`src/rtl/i2c_master_seq_ctrl.sv`:
```
// i2c_master_seq_ctrl: command-driven I2C master sequencer (START/WRITE/READ/STOP).
// Params: DIV = clk cycles per SCL quarter (SCL period 4*DIV), CNT_W derived.
// Ports: clk, rst (sync, active-high); cmd_valid/cmd_ready/cmd_op/cmd_data/cmd_nack;
//   rsp_valid/rsp_data/rsp_err, busy; scl_out/sda_io drives (1 = release), scl_in/sda_in.
// Optional macro I2C_CLK_STRETCH_EN: stall the quarter timer while a slave holds SCL low.
module i2c_master_seq_ctrl #(
    parameter int DIV   = 4,
    parameter int CNT_W = $clog2(DIV)
) (
    input  logic       clk,
    input  logic       rst,
    input  logic       cmd_valid,
    output logic       cmd_ready,
    input  logic [1:0] cmd_op,
    input  logic [7:0] cmd_data,
    input  logic       cmd_nack,
    output logic       rsp_valid,
    output logic [7:0] rsp_data,
    output logic       rsp_err,
    output logic       busy,
    output logic       scl_out,
    input  logic       scl_in,
    output logic       sda_io,
    input  logic       sda_in
);
    typedef enum logic [2:0] {S_IDLE, S_START, S_BIT, S_STOP, S_RSP} state_t;

    localparam logic [1:0] OP_START = 2'b00;
    localparam logic [1:0] OP_WRITE = 2'b01;
    localparam logic [1:0] OP_READ  = 2'b10;
    localparam logic [1:0] OP_STOP  = 2'b11;
    localparam logic [CNT_W-1:0] CNT_MAX = CNT_W'(DIV - 1);

    state_t           state_q, state_d;
    logic [CNT_W-1:0] cnt_q, cnt_d;
    logic [1:0]       qtr_q, qtr_d;
    logic [3:0]       bit_q, bit_d;
    logic [1:0]       op_q, op_d;
    logic [7:0]       sh_q, sh_d;
    logic             nack_q, nack_d;
    logic             ack_q, ack_d;
    logic             nobus_q, nobus_d;
    logic             bus_q, bus_d;
    logic             scl_q, scl_d;
    logic             sda_q, sda_d;
    logic             rsp_valid_q, rsp_valid_d;
    logic             rsp_err_q, rsp_err_d;
    logic [7:0]       rsp_data_q, rsp_data_d;
    logic             stall;
    logic             tick;
    logic             tx_bit;

`ifdef I2C_CLK_STRETCH_EN
    // We released SCL but the line is still low: a slave is stretching.
    assign stall = scl_q && !scl_in;
`else
    logic unused_scl_in;
    assign unused_scl_in = scl_in;
    assign stall = 1'b0;
`endif

    assign tick = !stall && (cnt_q == CNT_MAX);

    // sh_q doubles as the WRITE transmit shifter and the READ receive shifter.
    always_comb begin
        if (bit_q == 4'd8) begin
            tx_bit = (op_q == OP_WRITE) ? 1'b1 : nack_q;
        end else begin
            tx_bit = (op_q == OP_WRITE) ? sh_q[7] : 1'b1;
        end
    end

    always_comb begin
        state_d     = state_q;
        cnt_d       = cnt_q;
        qtr_d       = qtr_q;
        bit_d       = bit_q;
        op_d        = op_q;
        sh_d        = sh_q;
        nack_d      = nack_q;
        ack_d       = ack_q;
        nobus_d     = nobus_q;
        bus_d       = bus_q;
        scl_d       = scl_q;
        sda_d       = sda_q;
        rsp_valid_d = 1'b0;
        rsp_err_d   = rsp_err_q;
        rsp_data_d  = rsp_data_q;

        if (state_q != S_IDLE && !stall) begin
            cnt_d = tick ? '0 : cnt_q + 1'b1;
            if (tick) qtr_d = qtr_q + 2'd1;
        end

        unique case (state_q)
            S_IDLE: begin
                if (cmd_valid) begin
                    op_d    = cmd_op;
                    sh_d    = cmd_data;
                    nack_d  = cmd_nack;
                    ack_d   = 1'b0;
                    nobus_d = 1'b0;
                    cnt_d   = '0;
                    qtr_d   = 2'd0;
                    bit_d   = 4'd0;
                    if (cmd_op == OP_START) begin
                        state_d = S_START;
                    end else if (cmd_op == OP_STOP) begin
                        state_d = S_STOP;
                    end else if (bus_q) begin
                        state_d = S_BIT;
                    end else begin
                        nobus_d = 1'b1;
                        state_d = S_RSP;
                    end
                end
            end
            S_START: begin
                scl_d = (qtr_q == 2'd1) || (qtr_q == 2'd2);
                sda_d = (qtr_q == 2'd0) || (qtr_q == 2'd1);
                if (tick && qtr_q == 2'd3) begin
                    bus_d   = 1'b1;
                    state_d = S_RSP;
                end
            end
            S_BIT: begin
                scl_d = (qtr_q == 2'd1) || (qtr_q == 2'd2);
                if (qtr_q == 2'd0) sda_d = tx_bit;
                if (tick && qtr_q == 2'd2) begin
                    if (bit_q == 4'd8) ack_d = sda_in;
                    else sh_d = {sh_q[6:0], sda_in};
                end
                if (tick && qtr_q == 2'd3) begin
                    if (bit_q == 4'd8) state_d = S_RSP;
                    else bit_d = bit_q + 4'd1;
                end
            end
            S_STOP: begin
                scl_d = (qtr_q != 2'd0);
                sda_d = (qtr_q == 2'd2) || (qtr_q == 2'd3);
                if (tick && qtr_q == 2'd3) begin
                    bus_d   = 1'b0;
                    state_d = S_RSP;
                end
            end
            S_RSP: begin
                rsp_valid_d = 1'b1;
                rsp_err_d   = nobus_q || (op_q == OP_WRITE && ack_q);
                if (op_q == OP_READ && !nobus_q) rsp_data_d = sh_q;
                state_d = S_IDLE;
            end
        endcase
    end

    always_ff @(posedge clk) begin
        if (rst) begin
            state_q     <= S_IDLE;
            cnt_q       <= '0;
            qtr_q       <= 2'd0;
            bit_q       <= 4'd0;
            op_q        <= OP_START;
            sh_q        <= 8'h00;
            nack_q      <= 1'b0;
            ack_q       <= 1'b0;
            nobus_q     <= 1'b0;
            bus_q       <= 1'b0;
            scl_q       <= 1'b1;
            sda_q       <= 1'b1;
            rsp_valid_q <= 1'b0;
            rsp_err_q   <= 1'b0;
            rsp_data_q  <= 8'h00;
        end else begin
            state_q     <= state_d;
            cnt_q       <= cnt_d;
            qtr_q       <= qtr_d;
            bit_q       <= bit_d;
            op_q        <= op_d;
            sh_q        <= sh_d;
            nack_q      <= nack_d;
            ack_q       <= ack_d;
            nobus_q     <= nobus_d;
            bus_q       <= bus_d;
            scl_q       <= scl_d;
            sda_q       <= sda_d;
            rsp_valid_q <= rsp_valid_d;
            rsp_err_q   <= rsp_err_d;
            rsp_data_q  <= rsp_data_d;
        end
    end

    assign cmd_ready = (state_q == S_IDLE);
    assign busy      = (state_q != S_IDLE);
    assign scl_out   = scl_q;
    assign sda_io    = sda_q;
    assign rsp_valid = rsp_valid_q;
    assign rsp_data  = rsp_data_q;
    assign rsp_err   = rsp_err_q;

endmodule

```
`config.mk`:
```
export PLATFORM = sky130hd
export DESIGN_NAME = i2c_master_seq_ctrl
export DESIGN_NICKNAME = d
export VERILOG_FILES = /design/src/rtl/i2c_master_seq_ctrl.sv
export SDC_FILE = /design/constraint.sdc
export NUM_CORES = 1
export LEC_CHECK = 0
export ABC_AREA = 1
export CAP_MARGIN = 20
export CORE_MARGIN = 2
export CORE_UTILIZATION = 48
export CTS_CLUSTER_DIAMETER = 200
export CTS_CLUSTER_SIZE = 20
export DETAILED_ROUTE_END_ITERATION = 8
export PLACE_DENSITY = 0.8
export SYNTH_ARGS = -nofsm -noshare
export SYNTH_HDL_FRONTEND = slang
export SYNTH_SLANG_ARGS = --single-unit
```
`constraint.sdc`:
```
create_clock -name clk -period 1.5 [get_ports clk]
set_clock_uncertainty 0.15 [all_clocks]
set_input_delay 0.3 -clock clk [delete_from_list [all_inputs] [get_ports clk]]
set_output_delay 0.3 -clock clk [all_outputs]
set_load 0.005 [all_outputs]
```
==> run_results.csv <==
group,metric,value,unit
yosys,syn-cell-area,0.002014,mm^2
critical_path,r2r_setup_slack,-70,ps
die,die_w,68.78,um
sta,max_slew_margin,0.7829,
global_routing,antenna_found_initial,0,
yosys,synth_edf_count,0,
sta,rsz0062_at_grt,"true",
sta,finalCritPeriodShare,1.044,
power_and_ir_drop,power.density,1844,mW/mm^2
clock_tree,path_clk_slew,80,ps
die,die_h,68.78,um
yosys,postSynthAreaPerCell,7.299,um^2
clock_tree,cts_root_buffer,"clkbuf_8",
die,io-pin-count,30,
global_routing,use_met1,0.2764,
detailed_routing,wl,5654,um
clock_tree,clock_latency,290,ps
yosys,yosysWarningCount,0,
die,rows,23,
die,die-area,0.004731,mm^2
sta,finalHoldViolCount,0,
global_routing,grt_pass1_wl,8169,um
detailed_routing,vias_per_cell,5.265,
global_routing,grt_use_met2,0.4231,
placement,dp_slack,-360.4,ps
sta,worst-slew-pin-transition,325.2,ps
yosys,ys_ff_latch,37,
job,cap_viol_max_count,0,
global_routing,grt_max_degree,21,
die,coreArea,0.004029,mm^2
global_routing,grt_overflow_total,0,
hold_path,hold_path_class,"flop to flop",
sta,layout_min_cycle_time,1567,ps
global_routing,grt_pass1_vias,1846,
sta,fmax,638.3,MHz
layout,finalNetCount,368,
clock_tree,cts_max_level,2,
yosys,async_flop_share,0,
critical_path,crit_type,"flop to flop",
layout,fin_util,0.7186,
placement,port_buffers,28,
detailed_routing,post_drt_wl_per_cell,14.39,um
clock_tree,numCtsBuffers,5,
detailed_routing,vias,2069,
power_and_ir_drop,ir_worst_vdd,0.0008865,V
clock_tree,clock_sinks,37,
global_routing,grt-busiest-layer,"met2",
global_routing,grtUsageTotal,0.2349,
global_routing,use_met3,0.03734,
die,start_util,0.5000,
sta,slew_viol_final,0,
critical_path,start_kind,"flop",
sta,finalSetupViolCount,15,
layout,areaGrowthSynthToFinish,43.73,%
layout,diodes,0,
critical_path,worstPathRequired,1580,ps
detailed_routing,ant_nets,0,
yosys,netlist_instances,276,
status,outcome,"complete, but fails checks",
detailed_routing,drcViolationCount,0,
critical_path,end_kind,"flop",
sta,tns,-595.5,ps
sta,fin_ws,-66.55,ps
placement,routabilityCongestion,0.8372,
yosys,synth_flop_cell,"dfxtp_1",
clock_tree,cts_buffer_depth,2,
placement,post-dp-hpwl,3521,um
critical_path,critPathMaxFanout,5,
yosys,seq_area_frac_synth,0.3677,
detailed_routing,first_pass_iters,5,
layout,drive_gt1_frac,0.3265,
yosys,syn-num-nets,302,
power_and_ir_drop,p_leak,1.337,nW
clock_tree,cts_tree,"done",
detailed_routing,drt_iter0_drc,122,
yosys,ys_types,32,
status,violations,"negative setup slack",
critical_path,crit_arrival,1650,ps
## stage by stage
stage               std cells  total power, mW  hold WS [ps]  cell area [um^2]
floorplan                 276            2.976         280.3              2014
detailed placement        375            3.891         305.2              2545
global route              393            5.636         334.3              2895
CTS                       394            4.989         316.0              2796
finish                    393            5.337         314.9              2895
global placement          375            3.819         298.3              2545
## power by group
part | internal [mW] | total, mW | switching [mW]
Clock | 0.498 | 0.882 | 0.385
Combinational | 1.32 | 3.04 | 1.72
Sequential | 1.24 | 1.42 | 0.178
Total | 3.05 | 5.34 | 2.28
## cell families (layout without fill, tap and decap cells)
| logic type | Yosys count | count (layout) | synth area share |
|---|---|---|---|
| buffers and inverters | 41 | 108 | 0.08944 |
| AOI/OAI and AO/OA | 46 | 46 | 0.1286 |
| xor gates and xnor gates | 1 | 1 | 0.004349 |
| adders and majority gates | 10 | 10 | 0.06211 |
| DFF | 37 | 37 | 0.3677 |
| and+or+nand+nor | 141 | 141 | 0.3478 |
## final timing paths
| check | startpoint | cells past startpoint | to |
|---|---|---|---|
| setup / recovery | bit_q[0] | 10 | bit_q[2] |
| hold / removal | rsp_data[3] | 2 | rsp_data[3] |
| setup reg to reg | bit_q[0] | 10 | bit_q[2] |
| hold reg to reg | rsp_data[3] | 2 | rsp_data[3] |
## registers in the layout (all words and copies together), names as in the netlist, 2 cells and up
name and flops:
op_q 2, rsp_data 8, state_q 3, cnt_q 2, bit_q 4, qtr_q 2, sh_q 8
## placed cells by master, fill, tap and decap left out, types with 2 or more instances in the layout
cell type,n
o21ai_0,15
nand3_1,21
ha_1,8
buf_6,7
dlygate4sd2_1,12
clkinv_4,2
dfxtp_1,28
clkdlybuf4s50_1,14
buf_4,30
nor2_1,25
nor2_2,4
nor3_1,2
clkbuf_8,5
nor3_2,2
a31oi_1,2
nor2_4,7
nand2_4,7
inv_1,23
nand2_8,2
a21oi_2,4
o21ai_1,6
nand2_1,55
a21oi_1,15
nand2_2,5
inv_2,9
nand3_2,8
dfxtp_2,9
ha_4,2
buf_12,2
## synthesized netlist by cell type, types with 3 or more instances
cell,n,share of area
nand2_1,63,0.12
dfxtp_1,37,0.37
inv_1,28,0.052
nor2_1,28,0.052
nand3_1,27,0.067
a21oi_1,19,0.047
o21ai_0,17,0.042
ha_1,10,0.062
inv_2,5,0.0093
nor2_2,4,0.012
nor2_4,4,0.022
o21ai_1,4,0.0099
nor3_1,3,0.0075
## layer usage
layer	vias to the layer above	share of wire
met5	-	0
met4	0	0.025
li1	1028	-
met3	10	0.039
met2	53	0.50
met1	978	0.43
## area by class of cell
cell class                 instances  area, um^2
clock buffer                       5       68.82
clock inverter                     3       46.29
fill                             310        1134
inverter                          34       135.1
multi-input combinational        198        1236
sequential                        37       752.0
tap                               50       62.56
timing repair buffer              66       594.3
## worst max-delay path, stage by stage (launching register included)
cell	delay, ps
dfxtp_2	330
inv_2	80
ha_4	140
nand2_4	60
nor2_4	210
inv_2	70
nand2_2	80
nand2_4	80
nand2_4	100
nand2_2	60
a21oi_2	140
## timing repair
item                       in CTS  in global routing
setup endpoints to repair      31                 28
buffers inserted               11                  0
hold endpoints to repair        0                  0
resized for setup              51                 28
hold buffers                    0                  0
pin swaps                      14                 15
(Power assumes the default switching activity.)
==> RTL change (same settings) <==
Reset style: asynchronous (`rst`), changed in one clocked block.
--- a/src/rtl/i2c_master_seq_ctrl.sv
+++ b/src/rtl/i2c_master_seq_ctrl.sv
@@ -152,7 +152,7 @@
         endcase
     end
 
-    always_ff @(posedge clk) begin
+    always_ff @(posedge clk or posedge rst) begin
         if (rst) begin
             state_q     <= S_IDLE;
             cnt_q       <= '0;
Check against the original RTL: differs if rst is asserted again (counterexample within 4 cycles, from zero or initial values and one cycle with rst high); with rst held inactive, the same outputs for 10 cycles.
==> RTL change against the unedited design <==
  * Wire length rose by 45%
  * Sequential cell count did not move
  * Total power rose by 37%
  * The run still ends with setup timing left
  * Final area rose by 19%
  * Register-to-register slack got worse by 0.13 ns
  * Synthesized cell count fell by 11%
  * Via count rose by 9.5%
  * First-iteration DRC count rose by 99%
  * Area after synthesis rose by 2.7%
  * Cell count fell by 2.8%
  * Global-route usage rose by 3.1 points
  * Setup slack got worse by 0.29 ns
  * Sequential power rose by 20%
==> RTL change: results (changes against the unedited design) <==
outcome=complete, but fails checks; failing checks=setup timing; non-clock inverter count=33 (-2.9%); clock latency of the later-clocked register in the worst-skew pair=0.32 ns (+0.03 ns); compound-gate portion of the synthesized area=12.5% (-0.33 points); Critical Path Sink=nobus_q; launching point of the worst reg2reg path=state_q[2]; syn nets=272 (-9.9%); Total Nets Final=357 (-3.0%); proportion of synthesized chip area in sequential cells=44.9% (+8.1 points); DRC violation total after the first TritonRoute iteration=243 (+99%); number of unique standard cell types used by synthesis=28 (-13%); maximum VDD drop=0.00143 V (+61%); pre-CTS worst setup slack=-0.236 ns (+0.125 ns); root buffer cell=clkbuf_8; first-pass GRT wire length=10.0 mm (+23%); net switching power=0.00332 W (+45%); Hold Path Class=primary input to async pin; TritonCTS buffer count=5 (unchanged); detail-routed net length per standard cell=21.5 um (+49%); proportion of cell area spent on the clock network=4.01% (+0.030 points); sequential share of cell area=27.0% (+1.0 points); share of layout cells above drive strength 1=50.6% (+18 points); Final TNS setup=-4.49 ns (-3.90 ns); minimum setup slack in the final design=-0.361 ns (-0.294 ns); maximum number of pins on one net before global-route repair=38 (+81%); number of non-clock buffers=78 (+18%); Critical Path Fanout Max=2 (-3); via count of the first global-routing pass=2149 (+16%); overall track demand over capacity in global routing=26.6% (+3.1 points); ranking of synthesized cells by instance count=74 x nand2_1, 35 x dfrtp_1, 28 x inv_1; Worst slew margin=64.8% (-13 points); register-to-register path setup slack=-0.20 ns (-0.13 ns); Multi-input gate area=1420 sq um (+14%); Routed met2 length=4.07 mm (+43%); count of multi-input combinational gates=176 (-11%); worst path arrival time=1.93 ns (+0.28 ns); Async SR Flop Fraction=100% (+100 points); ratio of routed vias to standard cells=5.93 (+13%); wire length the detailed router placed on met1=2.96 mm (+22%); Finish-stage setup viols=36 (+21); largest family of logic cells by synthesized area=simple AND/OR/NAND/NOR gates; ant diodes=0 (unchanged); adder-cell share of the synthesized area=6.05% (-0.16 points); HPWL Detailed=3.06 mm (-13%); number of flip-flops and latches in the synthesized netlist=37 (unchanged); Leak Pwr=1.70 nW (+27%); routability-driven placement congestion ratio=0.894 (+6.7%); cell types with the largest area share after synthesis=dfrtp_1 42%, nand2_1 13%, o21ai_2 6.8%, ha_1 6.0%, inv_1 5.1%; met3 Resource Use GR=5.38% (+1.6 points); met1 routing resource usage after global routing=30.3% (+2.7 points); final-layout non-clock buffer area share=22.2% (+1.7 points); fill count=193 (-38%); wire length on met3=584 um (+160%); R2R depth=9 (-1); XOR/XNOR share of the synthesized area=0.423% (-0.011 points); met2 usage=46.0% (+3.7 points); end of the worst register-to-register path=sh_q[3]; worst setup path start=cmd_op[0]
==> RTL change: timing repair <==
action	4_1_cts	5_1_grt
buffers inserted	17	7
pin swaps	22	36
cloned	4	1
gates resized for setup	75	82
endpoints found under the setup margin	39	36
==> RTL change: worst max-delay path: stages <==
cell             delay, ns
clkdlybuf4s50_1       0.51
inv_1                 0.09
ha_1                  0.25
nor3_1                0.48
nor2_2                0.10
a21oi_1               0.21
==> RTL change: power by group through the flow <==
stage               Clock [W]  Combinational [W]  Sequential, W
detailed placement          0            0.00263        0.00164
floorplan                   0            0.00160        0.00166
global placement            0            0.00257        0.00162
finish                0.00110            0.00454        0.00170
global route          0.00113            0.00477        0.00173
CTS                   0.00107            0.00332        0.00162
==> RTL change: through the flow <==
stage	cell area (sq um)	hold WS, ns	util [%]	cells
CTS	3050	0.239	74.6	376
global route	3440	0.264	84.1	382
floorplan	2070	0.292	-	246
finish	3440	0.211	84.1	382
global placement	2620	0.309	64.0	351
detailed placement	2620	0.314	64.0	351
